===== config.mk =====
export PLATFORM = sky130hd
export DESIGN_NAME = iob2axi_ctrl
export DESIGN_NICKNAME = d
export VERILOG_FILES = /design/src/rtl/iob2axi_ctrl_pkg.sv /design/src/rtl/iob2axi_ctrl_buf.sv /design/src/rtl/iob2axi_ctrl.sv
export SDC_FILE = /design/constraint.sdc
export NUM_CORES = 1
export LEC_CHECK = 0
export BUFFER_PORTS_ARGS = -buffer_cell sky130_fd_sc_hd__buf_2
export CAP_MARGIN = 20
export CORE_MARGIN = 1
export CORE_UTILIZATION = 35
export DETAILED_ROUTE_END_ITERATION = 12
export GPL_TIMING_DRIVEN = 1
export HOLD_SLACK_MARGIN = 0.03
export PLACE_DENSITY = 0.64
export RECOVER_POWER = 100
export SLEW_MARGIN = 20
export SYNTH_ARGS = -nofsm -noshare
export SYNTH_HDL_FRONTEND = slang
export SYNTH_SLANG_ARGS = --single-unit

===== constraint.sdc =====
create_clock -name clk -period 4.2 [get_ports clk]
set_input_delay 0.63 -clock clk [delete_from_list [all_inputs] [get_ports clk]]
set_output_delay 0.63 -clock clk [all_outputs]
set_load 0.02 [all_outputs]

===== src/rtl/iob2axi_ctrl_pkg.sv =====
// Shared definitions for the iob2axi transfer sequencer.
//   - FSM state encoding (plain localparams so legacy code can compare against them)
//   - byte_shift(): log2 of the byte-lane count for a given word width
package iob2axi_ctrl_pkg;

    localparam logic [2:0] StIdle   = 3'd0;
    localparam logic [2:0] StLaunch = 3'd1;
    localparam logic [2:0] StXfer   = 3'd2;
    localparam logic [2:0] StDrain  = 3'd3;
    localparam logic [2:0] StDone   = 3'd4;

    // Shift that turns a word index into a byte offset.
    function automatic int unsigned byte_shift(input int unsigned data_w);
        return $clog2(data_w / 8);
    endfunction

endpackage


===== src/rtl/iob2axi_ctrl_buf.sv =====
// Single-entry read-data buffer between iob2axi's native port and the output stream.
//   load : capture din (wins over pop, so load+pop in one cycle keeps the buffer full)
//   pop  : consumer took the current word
//   full : buffer holds a word; dout is that word
module iob2axi_ctrl_buf #(
    parameter int unsigned DATA_W = 32
) (
    input  logic              clk,
    input  logic              rst,
    input  logic              load,
    input  logic              pop,
    input  logic [DATA_W-1:0] din,
    output logic              full,
    output logic [DATA_W-1:0] dout
);

    logic              full_q;
    logic [DATA_W-1:0] data_q;

    always_ff @(posedge clk or posedge rst) begin
        if (rst) begin
            full_q <= 1'b0;
            data_q <= '0;
        end else begin
            if (load) begin
                data_q <= din;
                full_q <= 1'b1;
            end else if (pop) begin
                full_q <= 1'b0;
            end
        end
    end

    assign full = full_q;
    assign dout = data_q;

endmodule


===== src/rtl/iob2axi_ctrl.sv =====
// Transfer sequencer in front of iob2axi.
// Takes a descriptor (dir/addr/len) on start, pulses c_run once iob2axi is ready, then moves
// exactly len words over iob2axi's native slave port.
//   CPU side   : start, dir, addr, len -> busy, done (pulse), error (sticky)
//   write data : in_valid/in_data/in_ready stream feeding m_wdata
//   read data  : out_valid/out_data/out_ready stream fed from m_rdata via a one-word buffer
//   iob2axi    : c_run/c_direction/c_addr/c_ready/c_error control, m_* native request port
module iob2axi_ctrl
    import iob2axi_ctrl_pkg::*;
#(
    parameter int unsigned ADDR_W    = 32,
    parameter int unsigned DATA_W    = 32,
    parameter int unsigned LEN_W     = 16,
    parameter int unsigned DRAIN_CYC = 260
) (
    input  logic                clk,
    input  logic                rst,
    input  logic                start,
    input  logic                dir,
    input  logic [ADDR_W-1:0]   addr,
    input  logic [LEN_W-1:0]    len,
    output logic                busy,
    output logic                done,
    output logic                error,
    input  logic                in_valid,
    input  logic [DATA_W-1:0]   in_data,
    output logic                in_ready,
    output logic                out_valid,
    output logic [DATA_W-1:0]   out_data,
    input  logic                out_ready,
    output logic                c_run,
    output logic                c_direction,
    output logic [ADDR_W-1:0]   c_addr,
    input  logic                c_ready,
    input  logic                c_error,
    output logic                m_valid,
    output logic [ADDR_W-1:0]   m_addr,
    output logic [DATA_W-1:0]   m_wdata,
    output logic [DATA_W/8-1:0] m_wstrb,
    input  logic [DATA_W-1:0]   m_rdata,
    input  logic                m_ready
);

    localparam int unsigned STRB_W     = DATA_W / 8;
    localparam int unsigned BYTE_SHIFT = byte_shift(DATA_W);
    localparam int unsigned DRAIN_W    = $clog2(DRAIN_CYC + 1);

    logic [2:0]         state_q, state_d;
    logic               dir_q, dir_d;
    logic [ADDR_W-1:0]  addr_q, addr_d;
    logic [LEN_W-1:0]   len_q, len_d;
    logic [LEN_W-1:0]   idx_q, idx_d;   // words requested/accepted on the native port
    logic [LEN_W-1:0]   pop_q, pop_d;   // words delivered on the read stream
    logic [DRAIN_W-1:0] drain_q, drain_d;
    logic               error_q, error_d;

    logic xfer_wr, xfer_rd, m_hs, buf_full, buf_pop, buf_load;

    iob2axi_ctrl_buf #(
        .DATA_W (DATA_W)
    ) u_buf (
        .clk  (clk),
        .rst  (rst),
        .load (buf_load),
        .pop  (buf_pop),
        .din  (m_rdata),
        .full (buf_full),
        .dout (out_data)
    );

    always_comb begin
        xfer_wr  = (state_q == StXfer) && dir_q;
        xfer_rd  = (state_q == StXfer) && !dir_q;
        busy     = (state_q != StIdle);
        done     = (state_q == StDone);
        error    = error_q;

        out_valid = buf_full;
        buf_pop   = buf_full && out_ready;

        // Read side may re-request in the same cycle the held word leaves.
        if (xfer_wr) begin
            m_valid = in_valid;
        end else if (xfer_rd) begin
            m_valid = (idx_q < len_q) && (!buf_full || buf_pop);
        end else begin
            m_valid = 1'b0;
        end
        m_hs     = m_valid && m_ready;
        buf_load = xfer_rd && m_hs;

        in_ready = xfer_wr && m_ready;
        m_wdata  = xfer_wr ? in_data : '0;
        m_wstrb  = xfer_wr ? {STRB_W{1'b1}} : '0;
        m_addr   = busy ? addr_q + (ADDR_W'(idx_q) << BYTE_SHIFT) : '0;

        c_run       = (state_q == StLaunch) && c_ready;
        c_direction = 1'b0;
        c_addr      = '0;
        if (state_q == StLaunch || state_q == StXfer || state_q == StDrain) begin
            c_direction = dir_q;
            c_addr      = addr_q;
        end
    end

    always_comb begin
        state_d = state_q;
        dir_d   = dir_q;
        addr_d  = addr_q;
        len_d   = len_q;
        idx_d   = idx_q;
        pop_d   = pop_q;
        drain_d = drain_q;
        error_d = error_q;

        case (state_q)
            StIdle: begin
                if (start) begin
                    dir_d   = dir;
                    addr_d  = addr;
                    len_d   = len;
                    idx_d   = '0;
                    pop_d   = '0;
                    drain_d = '0;
                    error_d = 1'b0;
                    state_d = (len == '0) ? StDone : StLaunch;
                end
            end
            StLaunch: begin
                if (c_ready) state_d = StXfer;
            end
            StXfer: begin
                if (m_hs) idx_d = idx_q + LEN_W'(1);
                if (dir_q) begin
                    if (m_hs && idx_q == len_q - LEN_W'(1)) begin
                        drain_d = '0;
                        state_d = StDrain;
                    end
                end else if (buf_pop) begin
                    pop_d = pop_q + LEN_W'(1);
                    if (pop_q == len_q - LEN_W'(1)) state_d = StDone;
                end
            end
            StDrain: begin
                // Only an unbroken run of c_ready proves iob2axi's write FIFO is empty.
                if (c_ready) begin
                    if (drain_q == DRAIN_W'(DRAIN_CYC - 1)) begin
                        state_d = StDone;
                    end else begin
                        drain_d = drain_q + DRAIN_W'(1);
                    end
                end else begin
                    drain_d = '0;
                end
            end
            StDone:  state_d = StIdle;
            default: state_d = StIdle;
        endcase

        if (state_q != StIdle && c_error) error_d = 1'b1;
    end

    always_ff @(posedge clk or posedge rst) begin
        if (rst) begin
            state_q <= StIdle;
            dir_q   <= 1'b0;
            addr_q  <= '0;
            len_q   <= '0;
            idx_q   <= '0;
            pop_q   <= '0;
            drain_q <= '0;
            error_q <= 1'b0;
        end else begin
            state_q <= state_d;
            dir_q   <= dir_d;
            addr_q  <= addr_d;
            len_q   <= len_d;
            idx_q   <= idx_d;
            pop_q   <= pop_d;
            drain_q <= drain_d;
            error_q <= error_d;
        end
    end

endmodule


* After elaboration in Yosys (flattened, before gate mapping)
Index checks and enable logic that the tools add are counted.
** Storage, ports and cells
- Register bits after elaboration :: 127
- Latch bits :: 0
- Memory bits (writable) :: 0
- Memory bits (read-only) :: 0
- Output and inout port bits :: 140
- Memories kept :: 0
** Cells by class
- Add/sub/neg operators :: 5
- Multiply operators :: 0
- Div/mod/pow operators :: 0
- Order comparisons :: 1
- Eq/ne operators :: 20
- Shift operators :: 0
- Muxes and demuxes :: 34
- Bitwise gates (word level) :: 0
- Reductions and logical operators :: 29
** Operators by type and width (count)
- $mux W32 :: 3
- $mux W16 :: 4
- $pmux W16 S2 :: 2
- $mux W9 :: 5
- $add A16 B1 Y16 const B :: 2
- $add A32 B18 Y32 :: 1
- $eq A16 B16 Y1 :: 2
- $mux W3 :: 9
- $pmux W9 S3 :: 1
- $logic_not A16 Y1 :: 1
- $lt A16 B16 Y1 :: 1
- $sub A16 B1 Y16 const B :: 1
- $ne A2 B2 Y1 const B :: 7
- $pmux W3 S4 :: 1
- $logic_and A1 B1 Y1 :: 10
- $add A9 B1 Y9 const B :: 1
- $eq A9 B9 Y1 const B :: 1
- $mux W1 :: 8
- $reduce_bool A2 Y1 :: 4
- $reduce_and A7 Y1 :: 1
- $eq A3 B2 Y1 const B :: 2
- $ne A3 B2 Y1 const B :: 2
- $ne A3 B3 Y1 const B :: 2
- $reduce_bool A3 Y1 :: 2
- 11 further kinds :: 16

* Logic depth before layout (Yosys ltp)
Gate-level depths: netlist of run 1.
- Depth in word-level cells :: 10
- Depth in mapped cells :: 13
- Mapped depth without buffers :: 11

* Cells and area by module
A second synthesis of run 1 with hierarchy kept.
** Second synthesis, totals
- Cell total of the unflattened synthesis :: 978
- Area, all modules :: 8553.2 sq um
** By module, submodules not included
- iob2axi_ctrl :: instances 1, cells an instance 906, area each 7171.9 sq um, seq. area each 2352.3 sq um
- iob2axi_ctrl_buf :: instances 1, cells an instance 72, area each 1381.3 sq um, seq. area each 825.8 sq um

* Worst setup path after synthesis of run 1
Ideal clock, no wire load.
- Path type :: flip-flop to output port
- Start point :: reg idx_q[0]
- End point :: out m_addr[20]
- Data arrival time :: 2.714 ns
- Setup slack :: 0.856 ns
- Cell stages (with the launch flop) :: 13
- Path buffers :: 1
- Cell sequence :: dfrtp_1 -> ha_1 -> inv_1 -> fa_1 -> nor2b_1 -> o21a_1 -> o21ai_0 -> a211oi_1 -> o21ai_0 -> a21oi_1 -> clkbuf_1 -> nor4b_1 -> a211o_1
** Between the ends
- Longest elaborated chain between the ends :: 2
** Ends and longest elaborated chain
- start: declaration :: line iob2axi_ctrl.sv:52 : logic [LEN_W-1:0] idx_q, idx_d;
- start signal: assignment :: line iob2axi_ctrl.sv:178 : idx_q <= idx_d;
- $add A32 B18 Y32 :: line iob2axi_ctrl.sv:95 : m_addr = busy ? addr_q + (ADDR_W'(idx_q) << BYTE_SHIFT) : '0;
- $mux W32 :: line iob2axi_ctrl.sv:95
- end: declaration :: line iob2axi_ctrl.sv:37 : output logic [ADDR_W-1:0] m_addr,
Every way passes these cells.

* Worst setup path in the final report of run 1
- Start point :: reg idx_q[2]
- End point :: out m_addr[26]
Same word-level chain as after synthesis.

==> flow_metrics.env, run 1 <==
export IMPL_power_leakage_nw=4.98
export IMPL_numCtsBuffers=17
export IMPL_grt_pass1_vias=8010
export IMPL_violations="capacitance limit, slew limit"
export IMPL_finalHoldViolations=0
export IMPL_drtIter0Drc=604
export IMPL_synth_ff_latch_count=127
export IMPL_fin_cells=1599
export IMPL_firstDrtPassIters=5
export IMPL_clk_latency_ns=0.42
export IMPL_die_area_um2=25400
export IMPL_syn_num_nets=1185
export IMPL_grt_overflow=0
export IMPL_status="finished, violations left"
export IMPL_power_density_nw_per_um2=716
export IMPL_synth_edf_count=0
export IMPL_path_max_fanout=12
export IMPL_vias=8442
export IMPL_cts_root_buf="clkbuf_16"
export IMPL_cts_hold_fix_buffers=0
export IMPL_slew_headroom=-0.520
export IMPL_ant_nets=0
export IMPL_drc=0
export IMPL_path_common_cell="o21ai_1"
export IMPL_syn_to_final_growth_pct=22.8
export IMPL_ys_seq_area_frac=0.366
export IMPL_grt_antenna_before_repair=2
export IMPL_clock_path_buffers=2
export IMPL_post_place_ws_ns=0.525
export IMPL_final_nets=1418
export IMPL_setup_tns_final_ns=0
export IMPL_muxShareOfSynthArea=0.0473
export IMPL_layout_common_cells="nand2_1, buf_2, dfrtp_1"
export IMPL_finClkSkew_ns=0.00907
export IMPL_cts_setup_buffers=0
export IMPL_finalSetupViolCount=0
export IMPL_ir_drop_mv=0.359
export IMPL_gp_congestion=0.939
export IMPL_fin_crit_ns=3.97
export IMPL_worst_slack_ns=0.231
export IMPL_yosys_area_top_type="dfrtp_1"
export IMPL_fp_row_count=57
export IMPL_clk_pin_slew_ns=0.06
export IMPL_end_kind="output pin"
export IMPL_yosys_top_cells_area="dfrtp_1, nand2_1, ha_1"
export IMPL_routed_wl_um=26000
export IMPL_ys_types=69
export IMPL_finalCritPeriodShare=0.945
export IMPL_synthSimpleGateAreaFrac=0.293
export IMPL_crit_chain="ha_1 > nor2b_1 > o21a_1 > o21ai_1 > a211oi_2 > o21ai_1 > a21oi_1 > buf_4 > or4b_2 > nand3_1 > clkbuf_2"
export IMPL_worstSetupStartpointType="flip-flop"
export IMPL_initial_core_util=0.357
export IMPL_utilization=0.438
export IMPL_crit_type="flip-flop to output pin"
export IMPL_coreArea_um2=24300
export IMPL_slowest_delay_ns=0.60
export IMPL_arrival_ns=3.34
export IMPL_wl_per_cell_um=16.3
export IMPL_track_usage=0.207
export IMPL_ios=261
export IMPL_worst_pin_slew_ns=2.27
export IMPL_final_common_cell="nand2_1"
export IMPL_synthesis_area_um2=8680
export IMPL_synth_top_area_frac=0.366
export IMPL_slew_viol_final=82
export IMPL_maxCapViolCount=2
export IMPL_netlist_instances=1027
export IMPL_syn_area_per_cell_um2=8.45
export IMPL_fmax_mhz=252
export IMPL_cts_num_sinks=127
export IMPL_rsz0062_at_grt="no"
export IMPL_grt_first_pass_wirelength_um=42000
export IMPL_die_w_um=159
export IMPL_yosys_warnings=0
export IMPL_drive_gt1_frac=0.188
export IMPL_worstHoldPathType="input pin to flip-flop"
export IMPL_die_height_um=159
export IMPL_cts_tree="done"
export IMPL_synth_top_family_by_area="simple AND/OR/NAND/NOR gates"
export IMPL_critPathRequiredTime_ns=3.57
export IMPL_synth_fa_ha_area_frac=0.0542
export IMPL_numPlacedInstances=1565
export IMPL_synth_compound_area_share=0.119
export IMPL_async_flop_share=1.00
export IMPL_port_buffers=260
export IMPL_h_tree_depth=4
export IMPL_synth_xor_area_share=0.0717
export IMPL_post_cts_resized=0
export IMPL_cp_slowest_cell="or4b_2"
export IMPL_total_power_w=0.00763
export IMPL_hpwl_um=19600
export IMPL_yosys_most_used_dff="dfrtp_1"
export IMPL_grt_max_degree=61
export IMPL_vias_per_cell=5.28
## report_power, final
part           switching [W]  internal, W  total, W
sequential          0.000505      0.00165   0.00215
combinational        0.00262      0.00140   0.00402
clock               0.000574     0.000886   0.00146
total                0.00370      0.00393   0.00763
## routing by layer
layer  wire [µm]  global-route usage
met1       11700               0.269
met2       12300               0.342
met3        1270              0.0396
met4         716              0.0787
met5           0                   0
## sequential cells by signal, indices dropped and copies added (netlist names)
| register | cells |
|---|---|
| addr_q | 32 |
| u_buf.dout | 32 |
| idx_q | 16 |
| len_q | 16 |
| pop_q | 16 |
| drain_q | 9 |
| state_q | 3 |
| dir_q | 1 |
| error | 1 |
| u_buf.full | 1 |
## stage by stage
| step | hold WS, ns | instance area, µm² |
|---|---|---|
| floorplan | 0.451 | 8680 |
| global placement | 0.473 | 10300 |
| detailed placement | 0.484 | 10300 |
| CTS | 0.328 | 10900 |
| global route | 0.388 | 10700 |
| finish | 0.390 | 10700 |
## cell usage after synthesis (all sizes together), types with 8 or more instances
cell type / count
nand3: 33
nand2: 158
nor2: 78
and2: 41
a31oi: 13
xor2: 41
xnor2: 24
buf: 16
dfrtp: 127
o21ai: 54
a211oi: 8
and3: 50
clkbuf: 46
a21oi: 32
or3: 8
nor4: 17
ha: 36
o21a: 8
and4: 11
a21o: 10
nor3: 36
mux2: 32
inv: 41
nand4: 21
## critical path, delay by kind of cell, from the launching register on
kind	cells	cell delay (ns)
simple gates	3	0.87
compound gates	5	0.85
buf+inv	2	0.35
flops	1	0.47
fa+ha+maj	1	0.36
## cell type report
cell class,count,area (µm²)
diodes,2,5.00
flip-flops and latches,127,3180
repair buffers,276,1250
fillers,2498,13700
clock buffers,18,439
clock inverters,14,141
inverters,41,155
multi-input cells,797,5080
well taps,324,405
## worst paths after layout
check	slack, ns	to	depth (start not counted)	start
max in group asynchronous	1.09	u_buf.dout[16]$_DFFE_PP0P_	3	rst
min in group asynchronous	0.80	len_q[10]$_DFFE_PP0P_	2	rst
worst min register to register	0.50	drain_q[0]$_DFFE_PP0P_	1	drain_q[0]$_DFFE_PP0P_
worst min-delay path	0.39	addr_q[0]$_DFFE_PP0P_	3	addr[0]
worst max register to register	0.46	u_buf.dout[9]$_DFFE_PP0P_	9	state_q[2]$_DFFE_PP0P_
worst max-delay path	0.23	m_addr[26]	11	idx_q[2]$_DFFE_PP0P_
## logic make-up (layout without fill, tap and decap cells)
kind of cell    after synthesis  after routing
flops                       127            127
mux                          37             37
fa+ha+maj                    37             37
buf+inv                     103            349
xor+xnor                     67             67
other cells                   0              2
compound gates              161            161
simple gates                495            495
(Power assumes the default switching activity.)
==> inputs of run 2 (changes only) <==
Settings changed: PLACE_DENSITY 0.64 to default, PLACE_DENSITY_LB_ADDON from default to 0.12.
==> run 2 against run 1 <==
Compared with the run above:
- critical path depth unchanged
- critical endpoint unchanged
- sequential share of layout area decreased by 0.14 points
- largest cell class unchanged
- setup slack got worse by 0.0044 ns
- critical path type unchanged
- the flow still finishes with violations (capacitance limit, slew limit)
- power increased by 1.9%
- design area increased by 0.48%
- clock power increased by 7%
- first-iteration DRC count decreased by 20%
- clock skew increased by 0.00095 ns
==> flow_metrics.env, run 2 (same netlist as run 1, synthesis figures left out) <==
export IMPL_die_area_um2=25400
export IMPL_arrival_ns=3.34
export IMPL_finalCritPeriodShare=0.946
export IMPL_cts_num_sinks=127
export IMPL_setup_tns_final_ns=0
export IMPL_cts_tree="done"
export IMPL_status="finished, violations left"
export IMPL_drtIter0Drc=484
export IMPL_clock_path_buffers=2
export IMPL_worstHoldPathType="input pin to flip-flop"
export IMPL_initial_core_util=0.357
export IMPL_maxCapViolCount=3
export IMPL_ios=261
export IMPL_rsz0062_at_grt="no"
export IMPL_grt_pass1_vias=7963
export IMPL_slew_headroom=-0.285
export IMPL_clk_pin_slew_ns=0.06
export IMPL_h_tree_depth=4
export IMPL_fin_cells=1596
export IMPL_die_w_um=159
export IMPL_gp_congestion=0.858
export IMPL_grt_max_degree=85
export IMPL_grt_antenna_before_repair=0
export IMPL_finalSetupViolCount=0
export IMPL_cts_setup_buffers=0
export IMPL_vias_per_cell=5.19
export IMPL_worst_pin_slew_ns=1.93
export IMPL_port_buffers=260
export IMPL_wl_per_cell_um=16.9
export IMPL_crit_type="flip-flop to output pin"
export IMPL_final_common_cell="nand2_1"
export IMPL_power_leakage_nw=5.03
export IMPL_grt_overflow=0
export IMPL_grt_first_pass_wirelength_um=43100
export IMPL_worst_hold_slack_ns=0.386
export IMPL_finalHoldViolations=0
export IMPL_n_antenna_cell=0
export IMPL_layout_common_cells="nand2_1, buf_2, dfrtp_1"
export IMPL_cts_root_buf="clkbuf_16"
export IMPL_fin_crit_ns=3.97
export IMPL_slew_viol_final=147
export IMPL_worstSetupStartpointType="flip-flop"
export IMPL_drive_gt1_frac=0.195
export IMPL_violations="capacitance limit, slew limit"
export IMPL_fmax_mhz=252
export IMPL_path_max_fanout=12
export IMPL_drc=0
export IMPL_numPlacedInstances=1564
export IMPL_finClkSkew_ns=0.0100
export IMPL_critPathRequiredTime_ns=3.57
export IMPL_power_density_nw_per_um2=727
export IMPL_clk_latency_ns=0.43
export IMPL_routed_wl_um=26900
export IMPL_final_nets=1417
export IMPL_numCtsBuffers=17
export IMPL_firstDrtPassIters=5
export IMPL_fp_row_count=57
export IMPL_coreArea_um2=24300
export IMPL_track_usage=0.216
export IMPL_ir_drop_mv=0.330
export IMPL_die_height_um=159
export IMPL_hpwl_um=19800
export IMPL_vias=8280
export IMPL_end_kind="output pin"
export IMPL_syn_to_final_growth_pct=23.4
export IMPL_ant_nets=0
==> run 2: cell types whose count changed in the layout (fill, tap and decap cells not counted), sizes merged <==
cell | before | now
clkinvlp | 5 | 4
inv | 42 | 41
buf | 146 | 155
clkbuf | 148 | 139
diode | 2 | 0
bufinv | 2 | 3
==> run 2: stage by stage <==
| step | cell area (µm²) | total power, W | utilization | worst slack (ns) |
|---|---|---|---|---|
| after detailed placement | 10300 | 0.00639 | 0.422 | 0.517 |
| after global routing | 10700 | 0.00836 | 0.440 | 0.00336 |
| after CTS | 10900 | 0.00800 | 0.448 | 0.0435 |
| after global placement | 10300 | 0.00638 | 0.422 | 0.532 |
| final | 10700 | 0.00778 | 0.440 | 0.226 |
| after floorplan | 8680 | 0.00503 | - | 0.186 |
==> run 2: cell type report <==
type	count	area (µm²)
tap	324	405
multi-input combinational	797	5080
timing repair buffer	275	1270
sequential	127	3180
fill	2570	13600
clock buffer	19	453
inverter	41	158
clock inverter	13	163
==> run 2: critical path: stages (launching register included) <==
cell      delay (ns)
dfrtp_1         0.47
ha_1            0.36
nor2b_1         0.15
o21a_1          0.19
o21ai_1         0.22
a211oi_2        0.14
o21ai_1         0.20
a21oi_1         0.11
buf_4           0.19
or4b_2          0.60
nand3_1         0.11
clkbuf_2        0.17
==> run 2: repair_timing <==
item / in CTS / in global routing
hold buffers: 0 / 0
resized for setup: 0 / 3
endpoints found under the setup margin: 0 / 7
==> run 2: final timing paths <==
kind | from | to | slack (ns) | cells past startpoint
max | idx_q[2]$_DFFE_PP0P_ | m_addr[26] | 0.23 | 11
max reg2reg | state_q[2]$_DFFE_PP0P_ | pop_q[15]$_DFFE_PP0P_ | 0.49 | 10
min in group asynchronous | rst | u_buf.dout[19]$_DFFE_PP0P_ | 0.76 | 2
min | addr[5] | addr_q[5]$_DFFE_PP0P_ | 0.39 | 3
max in group asynchronous | rst | u_buf.full$_DFFE_PP0P_ | 1.48 | 3
min reg2reg | addr_q[1]$_DFFE_PP0P_ | addr_q[1]$_DFFE_PP0P_ | 0.49 | 2
==> run 2: power breakdown <==
part / leakage, nW / internal [W] / switching (W) / total (W)
Clock: 0.295 / 0.000965 / 0.000596 / 0.00156
Combinational: 3.11 / 0.00142 / 0.00267 / 0.00409
Sequential: 1.62 / 0.00165 / 0.000483 / 0.00213
==> run 2: layer usage <==
metal | up-vias | GRT usage | share of wire
met4 | 0 | 0.0708 | 0.019
met2 | 283 | 0.341 | 0.45
li1 | 4066 | - | -
met3 | 25 | 0.0430 | 0.060
met1 | 3906 | 0.294 | 0.47
met5 | - | 0 | 0
